## config.mk

```make
export PLATFORM = sky130hd
export DESIGN_NAME = bd_sync_rx
export DESIGN_NICKNAME = d
export VERILOG_FILES = /design/src/rtl/async_pkg.sv /design/src/rtl/sync_nff.sv /design/src/rtl/bd_sync_rx.sv
export SDC_FILE = /design/constraint.sdc
export NUM_CORES = 1
export LEC_CHECK = 0
export ABC_AREA = 1
export BUFFER_PORTS_ARGS = -buffer_cell sky130_fd_sc_hd__buf_2
export CORE_AREA = 2 2 39 41
export DETAILED_ROUTE_END_ITERATION = 8
export DIE_AREA = 0 0 41 43
export PLACE_DENSITY_LB_ADDON = 0.15
export SLEW_MARGIN = 20
export SYNTH_ARGS = -nofsm -noshare
export SYNTH_HDL_FRONTEND = slang
export SYNTH_SLANG_ARGS = --single-unit
```

## constraint.sdc

```tcl
create_clock -name clk -period 2.3 [get_ports clk]
set_clock_uncertainty 0.2 [all_clocks]
set_input_delay 0.575 -clock clk [delete_from_list [all_inputs] [get_ports clk]]
set_output_delay 0.575 -clock clk [all_outputs]
set_load 0.005 [all_outputs]
```

## src/rtl/async_pkg.sv

```systemverilog
// Shared types and constants for the bundled-data async/sync boundary blocks.
package async_pkg;

  typedef enum logic [1:0] {
    BD_IDLE    = 2'd0,
    BD_HOLD    = 2'd1,
    BD_RELEASE = 2'd2
  } bd_rx_state_t;

  localparam int SYNC_MIN = 2;

endpackage : async_pkg

```

## src/rtl/sync_nff.sv

```systemverilog
// N-flop reset-to-0 single-bit synchroniser for signals crossing into clk.
module sync_nff #(
  parameter int stages = 2
) (
  input  logic clk,
  input  logic rst,
  input  logic d_i,
  output logic q_o
);

  logic [stages-1:0] sync_q;

  // Shift the asynchronous bit in at the LSB; the MSB is the resolved copy.
  always_ff @(posedge clk or posedge rst) begin
    if (rst) begin
      sync_q <= '0;
    end else begin
      sync_q <= stages'({sync_q, d_i});
    end
  end

  assign q_o = sync_q[stages-1];

endmodule : sync_nff

```

## src/rtl/bd_sync_rx.sv

```systemverilog
// Receiving end of a 4-phase bundled-data channel: synchronises req, captures
// the bundled word, offers it on valid/ready and returns a registered ack.
module bd_sync_rx
  import async_pkg::*;
#(
  parameter int size        = 1,
  parameter int sync_stages = 2
) (
  input  logic            clk,
  input  logic            rst,
  input  logic            req_in,
  input  logic [size-1:0] data_in,
  output logic            ack_out,
  output logic [size-1:0] data_out,
  output logic            valid_out,
  input  logic            ready_in,
  output logic            proto_err
);

  if (sync_stages < SYNC_MIN) begin : g_stage_check
    $error("bd_sync_rx: sync_stages must be >= %0d", SYNC_MIN);
  end

  bd_rx_state_t    state_q, state_d;
  logic [size-1:0] data_q, data_d;
  logic            valid_q, valid_d;
  logic            ack_q, ack_d;
  logic            err_q, err_d;
  logic            req_s;

  // The state/capture registers form the final synchroniser rank, so the
  // explicit chain is one flop shorter and req rise to valid is sync_stages edges.
  sync_nff #(
    .stages(sync_stages - 1)
  ) u_req_sync (
    .clk(clk),
    .rst(rst),
    .d_i(req_in),
    .q_o(req_s)
  );

  always_ff @(posedge clk or posedge rst) begin
    if (rst) begin
      state_q <= BD_IDLE;
      data_q  <= '0;
      valid_q <= 1'b0;
      ack_q   <= 1'b0;
      err_q   <= 1'b0;
    end else begin
      state_q <= state_d;
      data_q  <= data_d;
      valid_q <= valid_d;
      ack_q   <= ack_d;
      err_q   <= err_d;
    end
  end

  always_comb begin
    state_d = state_q;
    case (state_q)
      BD_IDLE:    if (req_s)              state_d = BD_HOLD;
      BD_HOLD:    if (valid_q && ready_in) state_d = BD_RELEASE;
      BD_RELEASE: if (!req_s)             state_d = BD_IDLE;
      default:                            state_d = BD_IDLE;
    endcase
  end

  // data_in is only sampled on the IDLE->HOLD edge; it is stable then by bundling.
  always_comb begin
    data_d  = data_q;
    valid_d = valid_q;
    ack_d   = ack_q;
    err_d   = err_q;
    case (state_q)
      BD_IDLE: begin
        if (req_s) begin
          data_d  = data_in;
          valid_d = 1'b1;
        end
      end
      BD_HOLD: begin
        if (!req_s) err_d = 1'b1;
        if (valid_q && ready_in) begin
          valid_d = 1'b0;
          ack_d   = 1'b1;
        end
      end
      BD_RELEASE: begin
        if (!req_s) ack_d = 1'b0;
      end
      default: begin
        valid_d = 1'b0;
        ack_d   = 1'b0;
      end
    endcase
  end

  assign ack_out   = ack_q;
  assign data_out  = data_q;
  assign valid_out = valid_q;
  assign proto_err = err_q;

endmodule : bd_sync_rx

```

Word-level counts from Yosys, hierarchy flattened
Index checks and enable logic that the tools add are counted.

word-level totals
  bits in registers = 7
  bits of input ports = 5
  output and inout port bits = 4
  word-level logic and storage cells = 31

operators by class
  equality and inequality tests = 5
  muxes and demuxes = 10
  bitwise gates (word level) = 3
  reductions and logical operators = 7

operators by type and width
  cell                  number
  $reduce_and A3 Y1     3
  $mux W2               3
  $pmux W1 S3           2
  $pmux W2 S3           1
  $mux W1               4
  $ne A2 B2 Y1 const B  2
  $reduce_and A2 Y1     2
  $not A1 Y1            3
  $eq A2 B1 Y1 const B  1
  $eq A2 B2 Y1 const B  1
  $logic_not A2 Y1      1
  $ne A2 B1 Y1 const B  1
  $logic_and A1 B1 Y1   1

Depth between registers and ports, before layout
  word-level depth = 3
  gate-level depth with buffers = 4
  gate-level depth less buffers = 4

Modules after synthesis
From an unflattened synthesis, not the netlist that was laid out.

second synthesis, totals
  cell total of the unflattened synthesis = 30
  area, all modules = 296.5 µm²

modules (own cells, without submodules)
  module      instances  cells each  area each (µm²)  sequential area each (µm²)
  bd_sync_rx  1          28          267.8            150.1
  sync_nff    1          2           28.8             25.0

Least setup slack after synthesis
Ideal clock, no wire load.

  kind = register to output
  start point = reg valid_q, in the netlist valid_out
  end point = out valid_out
  data arrival time = 373 ps
  data required time = 1525 ps
  slack = 1152 ps
  cell stages (with the launch flop) = 1
  buffers on the path = 0
  path through = dfrtp_1

RTL lines
  item                    line              RTL
  start, declared         bd_sync_rx.sv:26  logic valid_q, valid_d;
  start signal, assigned  bd_sync_rx.sv:52  valid_q <= valid_d;
  end, declared           bd_sync_rx.sv:15  output logic valid_out,

No word-level cell between the ends.

Worst setup path after layout
  start point = reg valid_q, in the netlist valid_out
  end point = out valid_out

No word-level cell between the ends.

==> results_dict.tcl <==
set metrics [dict create \
    status "finished, final reports clean" \
    die_y_um 43 \
    hp-class "input pin to async pin" \
    ys_warn_count 0 \
    cts_tree "built" \
    firstDrtPassIters 3 \
    insertion_delay_ns 0.25 \
    h-tree-depth 1 \
    avgRoutedWirePerCell_um 9.95 \
    maxCapViolCount 0 \
    cts_hold_buf 0 \
    first_iter_violations 2 \
    p_leak_nw 0.199 \
    cp-end-kind "output port" \
    portBuffers 8 \
    cts.sinks 7 \
    syn_to_final_growth_pct 30.4 \
    diodes 0 \
    ys_ff_latch 7 \
    final_max_slew_viol_count 0 \
    hpwl_um 442 \
    dp_cells 55 \
    top_level_ports 9 \
    grt_overflow 0 \
    core_area_um2 1380 \
    drc 0 \
    cts_resized 0 \
    grt_use_met3 0.0314 \
    path_class "register to output port" \
    crit_family "flip-flops" \
    layout.cells.non_filler 59 \
    ir_drop_mv 0.312 \
    grt_max_degree 8 \
    yosys.area.top_type "dfrtp_1" \
    syn_area_per_cell_um2 9.16 \
    start_util 0.205 \
    grt_pass1_wl_mm 1.10 \
    num_rows 14 \
    cp_max_fo 3 \
    power.density_nw_per_um2 1260 \
    fp.dieW_um 41 \
    cp.required_ns 1.52 \
    synth_top_area_share 0.617 \
    post_cts_buffers 0 \
    routed_wl_um 587 \
    slowest_stage "dfrtp_1" \
    synth_area_um2 284 \
    seq_area_frac_synth 0.617 \
    finalHoldViolCount 0 \
    cts-buffers-inserted 3 \
    worstMarginPinSlew_ns 0.283 \
    rsz0062_at_grt "false" \
    dieArea_um2 1760 \
    clockBufferDepth 2 \
    slowest_delay_ns 0.39 \
    layout_worst_path_cycle_share 0.672 \
    syn-instance-count 31 \
    crit_arrival_ns 0.77 \
    met2_usage 0.141 \
    fin_nets 49 \
    ys_types 9 \
    worstSetupStartpointType "register" \
    ant_nets 0 \
    multi_input_area_um2 90.1 \
    grt_pass1_vias 259 \
    fin_crit_ns 1.55 \
    busiest_layer "met2" \
    cts_root_buffer "clkbuf_4" \
    power_w 0.000466 \
    setup_violations 0 \
    crit_chain "buf_2" \
    syn-num-nets 36 \
    vias_per_cell 4.05 \
    met1_usage 0.116 \
    gp_congestion 0.816 \
    fillCellCount 144 \
    clkTransAtPathRegs_ns 0.06 \
    slew_headroom 0.811 \
    max_freq_mhz 647 \
    antenna_found_initial 0 \
    via_count 239 \
    drive_above_1_share 0.302 \
    synth_area_leaders "dfrtp_1 (62%), nand2_1 (12%), a21oi_1 (7.0%)" \
    register_area_um2 175 \
    track_usage 0.102 \
    worst-path-buf-inv 1 \
    setup_tns_ns 0 \
]
[state kept, by name, summed over array words and instances, names as in the netlist]
register and cells:
state_q 2, ack_out 1, data_out 1, proto_err 1
u_req_sync.q_o 1, valid_out 1
[through the flow]
stage	hold WS (ns)	setup slack, ns	area (µm²)	util
final	0.0471	0.754	370	0.268
after global routing	0.0747	0.712	370	0.268
after floorplan	0.178	1.15	284	-
after global placement	0.252	1.03	344	0.249
after CTS	0.0451	0.743	370	0.268
after detailed placement	0.267	1.03	344	0.249
[worst paths after layout]
check,startpoint,end,slack (ns),cells after the start
worst min-delay path,rst,valid_out,0.05,2
worst max-delay path,valid_out,valid_out,0.75,1
max in group asynchronous,rst,data_out,1.63,2
worst max register to register,state_q[1],data_out,1.14,4
min in group clk,req_in,u_req_sync.q_o,0.23,1
worst min register to register,data_out,data_out,0.28,2
[cell usage in the layout, fill, tap and decap left out]
master,synthesis,final
nor2_1,2,2
a21oi_1,4,4
clkbuf_4,0,3
clkbuf_1,0,1
o21bai_1,1,1
nand2_1,9,9
buf_2,0,8
dfrtp_1,7,7
nand3_1,2,2
nor2_4,1,1
inv_1,4,4
inv_2,1,1
[cell usage after synthesis (all sizes together)]
library cell,n
nor2,3
a21oi,4
o21bai,1
nand2,9
nand3,2
dfrtp,7
inv,5
[cell families (layout without fill, tap and decap cells)]
kind of cell	Yosys count	after routing	share of synthesized area
compound gates	5	5	0.0969
buf+inv	5	17	0.0661
flops	7	7	0.617
simple gates	14	14	0.220
[where the power goes]
part / switching [W] / total (W) / internal, W
registers: 0.0000353 / 0.000203 / 0.000168
clock network: 0.0000470 / 0.000113 / 0.0000663
logic: 0.0000876 / 0.000150 / 0.0000622
total: 0.000170 / 0.000466 / 0.000296
[routing by layer]
metal  up-vias  routed length, µm
met5         -                  0
met3         0                 29
met2         6                283
met4         0                  0
met1       112                274
li1        121                  -
[final cells by class]
class	count	share of cell area
sequential	7	0.473
tap	16	0.0541
multi-input combinational	19	0.243
inverter	5	0.0507
clock buffer	4	0.0709
timing repair buffer	8	0.108
No activity file was read; power rests on OpenSTA's default activity.
